`src/rtl/systola_pkg.sv`:
```
// Shared definitions for the systolic operand path: lane defaults, feeder states, lane slicing.
package systola_pkg;

  localparam int unsigned N_DEF     = 4;
  localparam int unsigned DW_DEF    = 8;
  localparam int unsigned K_MAX_DEF = 16;

  typedef enum logic [1:0] {
    FEED_IDLE   = 2'd0,
    FEED_STREAM = 2'd1,
    FEED_DRAIN  = 2'd2
  } feed_state_e;

  // LSB of lane `lane` inside a packed N*dw operand word.
  function automatic int unsigned lane_lsb(input int unsigned lane, input int unsigned dw);
    return lane * dw;
  endfunction

endpackage

```
`src/rtl/skew_line.sv`:
```
// Plain D-stage register delay line with synchronous active-high reset.
module skew_line
  import systola_pkg::*;
#(
  parameter int unsigned D = 1,
  parameter int unsigned W = DW_DEF + 1
) (
  input  logic         clk,
  input  logic         rst,
  input  logic [W-1:0] d_i,
  output logic [W-1:0] q_o
);

  logic [W-1:0] stage_q [D];

  always_ff @(posedge clk) begin
    if (rst) begin
      for (int k = 0; k < int'(D); k++) stage_q[k] <= '0;
    end else begin
      stage_q[0] <= d_i;
      for (int k = 1; k < int'(D); k++) stage_q[k] <= stage_q[k-1];
    end
  end

  assign q_o = stage_q[D-1];

endmodule

```
`src/rtl/operand_feeder.sv`:
```
// Feeds a row of N PEs from a valid/ready operand stream with one cycle of skew per lane.
// Build option FEED_ZERO_GATE_EN: zero a lane's a_out/w_out whenever that lane is not firing.
module operand_feeder
  import systola_pkg::*;
#(
  parameter int unsigned N     = N_DEF,
  parameter int unsigned DW    = DW_DEF,
  parameter int unsigned K_MAX = K_MAX_DEF,
  localparam int unsigned CntW   = $clog2(K_MAX + 1),
  localparam int unsigned DrainW = $clog2(N + 1)
) (
  input  logic              clk,
  input  logic              rst,
  input  logic              in_valid,
  output logic              in_ready,
  input  logic [N*DW-1:0]   in_a,
  input  logic [N*DW-1:0]   in_w,
  input  logic              in_last,
  output logic [N-1:0]      fire,
  output logic [N*DW-1:0]   a_out,
  output logic [N*DW-1:0]   w_out,
  output logic              busy,
  output logic              done,
  output logic              err_len,
  output logic [CntW-1:0]   beat_cnt
);

  feed_state_e       state_q, state_d;
  logic [CntW-1:0]   beat_cnt_q, beat_cnt_d, cnt_eff;
  logic              err_q, err_d;
  logic [DrainW-1:0] drain_q, drain_d;
  logic [N*DW-1:0]   hold_a_q, hold_w_q, src_a, src_w;
  logic              accept, at_limit, is_last;

  assign in_ready = (state_q != FEED_DRAIN);
  assign accept   = in_valid & in_ready;
  // The count is stale in IDLE; a new stream starts counting from zero.
  assign cnt_eff  = (state_q == FEED_IDLE) ? '0 : beat_cnt_q;
  assign at_limit = (cnt_eff == CntW'(K_MAX - 1));
  assign is_last  = in_last | at_limit;

  always_comb begin
    state_d    = state_q;
    drain_d    = drain_q;
    beat_cnt_d = beat_cnt_q;
    err_d      = err_q;
    if (accept) begin
      beat_cnt_d = cnt_eff + CntW'(1);
      if (state_q == FEED_IDLE) err_d = 1'b0;
      if (at_limit && !in_last) err_d = 1'b1;
    end
    unique case (state_q)
      FEED_IDLE, FEED_STREAM: begin
        if (accept) begin
          state_d = is_last ? FEED_DRAIN : FEED_STREAM;
          drain_d = '0;
        end
      end
      FEED_DRAIN: begin
        if (drain_q == DrainW'(N - 1)) state_d = FEED_IDLE;
        else                           drain_d = drain_q + DrainW'(1);
      end
      default: state_d = FEED_IDLE;
    endcase
  end

  always_ff @(posedge clk) begin
    if (rst) begin
      state_q    <= FEED_IDLE;
      drain_q    <= '0;
      beat_cnt_q <= '0;
      err_q      <= 1'b0;
      hold_a_q   <= '0;
      hold_w_q   <= '0;
    end else begin
      state_q    <= state_d;
      drain_q    <= drain_d;
      beat_cnt_q <= beat_cnt_d;
      err_q      <= err_d;
      if (accept) begin
        hold_a_q <= in_a;
        hold_w_q <= in_w;
      end
    end
  end

  // Bubbles carry the last accepted bytes so idle lanes hold their last fired value.
  assign src_a = accept ? in_a : hold_a_q;
  assign src_w = accept ? in_w : hold_w_q;

  assign busy     = (state_q != FEED_IDLE);
  assign done     = (state_q == FEED_DRAIN) && (drain_q == DrainW'(N - 1));
  assign err_len  = err_q;
  assign beat_cnt = beat_cnt_q;

  for (genvar i = 0; i < int'(N); i++) begin : g_lane
    logic [DW:0] a_tap, w_tap;

    skew_line #(
      .D(i + 1),
      .W(DW + 1)
    ) u_skew_a (
      .clk(clk),
      .rst(rst),
      .d_i({accept, src_a[lane_lsb(i, DW) +: DW]}),
      .q_o(a_tap)
    );

    skew_line #(
      .D(i + 1),
      .W(DW + 1)
    ) u_skew_w (
      .clk(clk),
      .rst(rst),
      .d_i({accept, src_w[lane_lsb(i, DW) +: DW]}),
      .q_o(w_tap)
    );

    assign fire[i] = a_tap[DW] & w_tap[DW];
`ifdef FEED_ZERO_GATE_EN
    assign a_out[lane_lsb(i, DW) +: DW] = fire[i] ? a_tap[DW-1:0] : '0;
    assign w_out[lane_lsb(i, DW) +: DW] = fire[i] ? w_tap[DW-1:0] : '0;
`else
    assign a_out[lane_lsb(i, DW) +: DW] = a_tap[DW-1:0];
    assign w_out[lane_lsb(i, DW) +: DW] = w_tap[DW-1:0];
`endif
  end

endmodule

```
`config.mk`:
```
export PLATFORM = sky130hd
export DESIGN_NAME = operand_feeder
export DESIGN_NICKNAME = d
export VERILOG_FILES = /design/src/rtl/systola_pkg.sv /design/src/rtl/skew_line.sv /design/src/rtl/operand_feeder.sv
export SDC_FILE = /design/constraint.sdc
export NUM_CORES = 1
export LEC_CHECK = 0
export BUFFER_PORTS_ARGS = -buffer_cell sky130_fd_sc_hd__buf_2
export CAP_MARGIN = 40
export CORE_ASPECT_RATIO = 1.1
export CORE_UTILIZATION = 30
export DETAILED_ROUTE_END_ITERATION = 10
export PLACE_DENSITY = 0.44
export SYNTH_ARGS = -nofsm -noshare
export SYNTH_HDL_FRONTEND = slang
export SYNTH_HIERARCHICAL = 1
export SYNTH_SLANG_ARGS = --single-unit
```
`constraint.sdc`:
```
create_clock -name clk -period 2.1 [get_ports clk]
set_input_delay 0.42 -clock clk [delete_from_list [all_inputs] [get_ports clk]]
set_output_delay 0.42 -clock clk [all_outputs]
set_load 0.005 [all_outputs]
```
; Word-level counts from Yosys, hierarchy flattened
; Memories as Yosys holds them, arrays and structs flattened.
; Index checks and enable logic that the tools add are counted.
; W data, S select, Z words.
[totals]
ff_bits = 75
ramBits = 180
in_bits = 68
elab_cells = 98
memories = 8
[op_classes]
add_sub_neg = 2
eq_ne = 8
mux = 37
bitwise_logic = 24
n_reduce_logical = 13
[memory_table]
columns = name, depth, width, rd, rd_ports_with_merged_regs, write_ports, line_no
row1 = g_lane[3].u_skew_a.stage_q, 4, 9, 4, 0, 4, skew_line.sv:14  ; logic [W-1:0] stage_q [D];
row2 = g_lane[3].u_skew_w.stage_q, 4, 9, 4, 0, 4, skew_line.sv:14
row3 = g_lane[2].u_skew_a.stage_q, 3, 9, 3, 0, 3, skew_line.sv:14
row4 = g_lane[2].u_skew_w.stage_q, 3, 9, 3, 0, 3, skew_line.sv:14
row5 = g_lane[1].u_skew_a.stage_q, 2, 9, 2, 0, 2, skew_line.sv:14
row6 = g_lane[1].u_skew_w.stage_q, 2, 9, 2, 0, 2, skew_line.sv:14
row7 = 2 more memories, -, -, -, -, -, -
[ops]
columns = op, n
row1 = $mux W9, 20
row2 = $mux W32, 2
row3 = $or A1 B1 Y1, 19
row4 = $reduce_or A9 Y1, 2
row5 = $ne A2 B2 Y1 const B, 4
row6 = $mux W1, 7
row7 = $mux W2, 3
row8 = $mux W3, 2
row9 = $pmux W3 S2, 1
row10 = $reduce_bool A2 Y1, 3
row11 = $add A5 B1 Y5 const B, 1
row12 = $and A1 B1 Y1, 5
row13 = $eq A5 B4 Y1 const B, 1
row14 = $mux W5, 1
row15 = $pmux W2 S2, 1
row16 = $reduce_and A2 Y1, 2
row17 = $add A3 B1 Y3 const B, 1
row18 = $eq A3 B2 Y1 const B, 1
row19 = $reduce_and A3 Y1, 1
row20 = $eq A2 B1 Y1 const B, 1
row21 = $eq A2 B2 Y1 const B, 1
row22 = $logic_and A1 B1 Y1, 2
row23 = $logic_not A2 Y1, 1
row24 = $reduce_or A2 Y1, 1
row25 = $logic_not A1 Y1, 1

; Longest topological paths before layout
[depth]
depth_word = 7
mapped_depth = 10

; Cells and area by module
; Netlist, hierarchy kept.
[by_module_without_submodules]
columns = module, n_inst, cells_each, area_each_um2, seq_area_each_um2
row1 = operand_feeder, 1, 429, 3293.2, 1501.4
row2 = skew_line at g_lane[3].u_skew_a ..., 2, 75, 994.7, 720.7
row3 = skew_line at g_lane[2].u_skew_a ..., 2, 65, 817.0, 540.5
row4 = skew_line at g_lane[1].u_skew_a ..., 2, 46, 556.8, 360.3
row5 = skew_line at g_lane[0].u_skew_a ..., 2, 18, 236.5, 180.2

; Worst setup path after synthesis
; OpenSTA, ideal clock, no wires.
[synth_timing]
path_kind = register -> register
start = register state_q[0]
end = register err_q, in the netlist err_len
setup_ns = 0.132
arrival_ns = 1.529
required_time_ns = 1.968
path_slack_ns = 0.439
stages_incl_launch_ff = 11
period_less_slack_ns = 1.661
cell_sequence = dfxtp_1 > buf_4 > nor2_1 > nor2b_1 > ha_1 > nand3_1 > nor2_1 > ha_1 > nor2b_1 > a21oi_1 > a211oi_1
[synth_between]
elab_chain_len = 6
elab_cells_between_ends = 9
classes_between = eq/ne (2) / mux (2) / bitwise (1) / reduce/logical (4)
[synth_rtl]
columns = item, line_no
row1 = "start, declared", operand_feeder.sv:28  ; feed_state_e state_q, state_d;
row2 = "start signal, assigned", operand_feeder.sv:76  ; state_q <= state_d;
row3 = $logic_not A2 Y1, "operand_feeder.sv:38, operand_feeder.sv:49"
row4 = $mux W5, operand_feeder.sv:38  ; assign cnt_eff = (state_q == FEED_IDLE) ? '0 : beat_cnt_q;
row5 = $eq A5 B4 Y1, operand_feeder.sv:39  ; assign at_limit = (cnt_eff == CntW'(K_MAX - 1));
row6 = $logic_and A1 B1 Y1, operand_feeder.sv:50  ; if (at_limit && !in_last) err_d = 1'b1;
row7 = $reduce_bool A2 Y1 (no source line), -
row8 = $reduce_and A2 Y1 (no source line), -
row9 = "end signal, assigned", operand_feeder.sv:79  ; err_q <= err_d;
row10 = "end, declared", operand_feeder.sv:30  ; logic err_q, err_d;
; Parallel ways exist; a longest one is shown, timed or not.
; A chain may end at the register's enable or synchronous reset.

; Final worst setup path
[layout_timing]
start = register state_q[1]
end = output done
[layout_between]
elab_chain_len = 2
[layout_rtl]
columns = item, line_no
row1 = $eq A2 B2 Y1, operand_feeder.sv:92  ; assign done = (state_q == FEED_DRAIN) && (drain_q == DrainW'(N - 1));
row2 = $logic_and A1 B1 Y1, operand_feeder.sv:92
row3 = "end, declared", operand_feeder.sv:23  ; output logic done,
; No other way between the ends.

==> impl_metrics.toml <==
[clock_tree]
cts_buffer_depth = 3
cts_htree_levels = 1
cts_sinks = 255
clkLatencyLatePin_ns = 0.53
cts-root-buf = "clkbuf_16"
numCtsBuffers = 27
cts_tree = "done"
clkTransAtPathRegs_ns = 0.06

[setup_path]
worstPathArrival_ns = 1.57
crit_path_cell_trace = "nor2b_4, buf_12, and2_1, buf_2"
crit_buf_inv = 2
end_kind = "primary output"
cp_slowest_cell = "dfxtp_4"
cp_top_family = "flip-flops"
crit_type = "reg2out"
critical_path.max_fanout = 17
slowest_delay_ns = 0.39
cp.required_ns = 1.68
critPathLaunchType = "register"

[pwr]
seq_power_share = 0.474
vdd_drop_max_mv = 0.6479
p_comb_frac = 0.069
p_int_uw = 8473
power_frac_clock = 0.458
powerDensity_nw_per_um2 = 1042
p_switching_uw = 2332
p_leak_uw = 0.004689
power_uw = 10810
switching_share = 0.2158

[timing]
skew_ns = 0.008726
post-route-period-util = 0.9490
setup_viol = 0
min_period_ns = 1.993
rsz0062_at_grt = "false"
tns_ns = 0
hold_viol = 0
fmax_ghz = 0.5018
maxSlewViolCount = 0
worst_pin_slew_ns = 0.5158
whs_ns = 0.1656
slew_headroom = 0.6549

[layout]
nNetsFinal = 1023
area_growth_pct = 21.98
drive_gt1_frac = 0.2505
fillers = 2803
diodes = 0
fin_util = 0.3722
design_area_sq_um = 10370

[flow_run]
drv_cap = 0

[placement]
gp_congestion = 0.7283
dp_hpwl_mm = 10.40
port_buffers = 144
dpl_cell_area_sq_um = 9368

[synth]
netlist.area_leader.share = 0.6004
synthesis.nets = 909
ys_ff_latch = 255
synth_edf_count = 0
ys_top_cells_by_area = "dfxtp_1, nor2b_1, a21oi_1"
syn_area_per_cell_sq_um = 10.16
syn_inst = 837
synth_common_cells = "dfxtp_1, nor2b_1, a21oi_1, nand3_1, nand2_1"
synth.distinct_cells = 36
ys_warn_count = 6
synthFlopType = "dfxtp_1"
netlist_area_sq_um = 8503
yosysTopAreaCell = "dfxtp_1"
seq_area_frac_synth = 0.6004
synth_most_common_cell = "dfxtp_1"
async_flop_share = 0

[global_routing]
antenna_found_initial = 0
grt_max_degree = 69
grt_pass1_vias = 5380
grt_pass1_wl_mm = 28.87
track_usage = 0.1256
grt-ovfl-total = 0

[route]
vias = 5674
wl_per_cell_um = 13.54
drtIter0Drc = 235
drc = 0
dr.pass1.iters = 4
finalWirelength_mm = 18.05
antenna_left = 0
drt-vias-per-instance = 4.257

[floorplanning]
ioPinCount = 145
rows = 64
coreArea_sq_um = 27870
die_y_um = 178.6
die_w_um = 162.5
initial_utilization = 0.3051
design.die.area_sq_um = 29020

[outcome]
status = "finished clean"

[hold_path]
hp-class = "in2reg"
-- stage by stage --
stage / std cells / setup WS [ns]
2_1_floorplan: 837 / 0.4389
3_3_place_gp: 1282 / 0.2799
3_5_place_dp: 1282 / 0.1869
4_1_cts: 1333 / 0.03347
5_1_grt: 1333 / 0.02475
6_report: 1333 / 0.1071
-- area by class of cell --
cell class	count	area [sq um]	share of cell area
Inverter	6	25.02	0.002413
Multi-Input combinational cell	490	2774	0.2674
Tap cell	363	454.2	0.04379
Timing Repair Buffer	171	1085	0.1046
Sequential cell	255	5110	0.4926
Clock buffer	42	792.0	0.07636
Clock inverter	6	132.6	0.01279
-- power by group through the flow --
stage	registers, uW	clock network (uW)	logic [uW]
final	5120	4940	742
after global routing	5140	5330	841
after CTS	5120	5120	766
after detailed placement	5230	0	728
after global placement	5220	0	724
after floorplan	5220	0	486
-- cell families (layout without fill, tap and decap cells) --
| logic type | after synthesis | count (layout) | share of synthesized area |
|---|---|---|---|
| AOI/OAI and AO/OA | 146 | 146 | 0.08888 |
| adders and majority gates | 4 | 4 | 0.005886 |
| buffers and inverters | 92 | 225 | 0.07342 |
| DFF | 255 | 255 | 0.6004 |
| muxes | 1 | 1 | 0.001177 |
| and+or+nand+nor | 339 | 339 | 0.2303 |
-- what timing repair did --
| item | in CTS | in global routing |
|---|---|---|
| setup buffers | 1 | 0 |
| resized for setup | 2 | 2 |
| hold buffers | 0 | 0 |
| gates cloned | 2 | 0 |
| setup endpoints to repair | 2 | 3 |
-- metal layers --
metal / up-vias / track usage / part of all wire
met3: 34 / 0.02953 / 0.056
met5: - / 0 / 0
met4: 0 / 0.04127 / 0.021
met2: 123 / 0.2074 / 0.46
met1: 2594 / 0.1602 / 0.46
li1: 2923 / - / -
-- flip-flops by register name, summed over array words and instances (netlist names) --
name                     cells
g_lane.u_skew_a/stage_q     90
beat_cnt                     5
drain_q                      3
state_q                      2
hold_w_q                    32
g_lane.u_skew_w/stage_q     90
err_len                      1
hold_a_q                    32
-- worst register-to-register path, delay by kind of cell (launching register included) --
kind                     cells  cell delay (ns)
AO/OA/AOI/OAI                2             0.32
adder cells (fa/ha/maj)      2             0.41
flip-flops                   1             0.40
AND/OR/NAND/NOR              5             0.64
-- cell usage in the layout (no fill, tap or decap), types with 2 or more instances in the layout --
cell       synthesis  routed
clkbuf_16          0      27
buf_2              7     142
ha_1               4       4
inv_1              4       4
and2_1             5       5
clkbuf_8           0       7
and2b_2           26      26
buf_12             0       8
nand3_1           69      69
clkbuf_1          17       9
dfxtp_1          255     253
a21oi_1           69      69
nand2_1           65      65
o21ai_1            5       5
and2b_1           14      14
nor2_1             7       7
a31oi_1            3       3
o21ai_0           62      62
a211oi_1           2       2
bufinv_16          0       4
buf_4             40      18
bufbuf_16          0       2
nor2b_1          144     144
-- final timing paths --
| path | from | to | slack [ns] | depth (start not counted) |
|---|---|---|---|---|
| worst max-delay path | state_q[1]$_SDFFE_PP0P_ | done | 0.11 | 4 |
| worst min-delay path | in_w[2] | hold_w_q[2]$_SDFF_PP0_ | 0.17 | 3 |
| worst max register to register | state_q[0]$_SDFFE_PP0P_ | err_len$_SDFFE_PP0P_ | 0.25 | 9 |
| worst min register to register | g_lane[1].u_skew_w/stage_q[0][8]$_SDFF_PP0_ | g_lane[1].u_skew_w/stage_q[0][17]$_SDFF_PP0_ | 0.43 | 1 |
No activity file was read; power rests on OpenSTA's default activity.
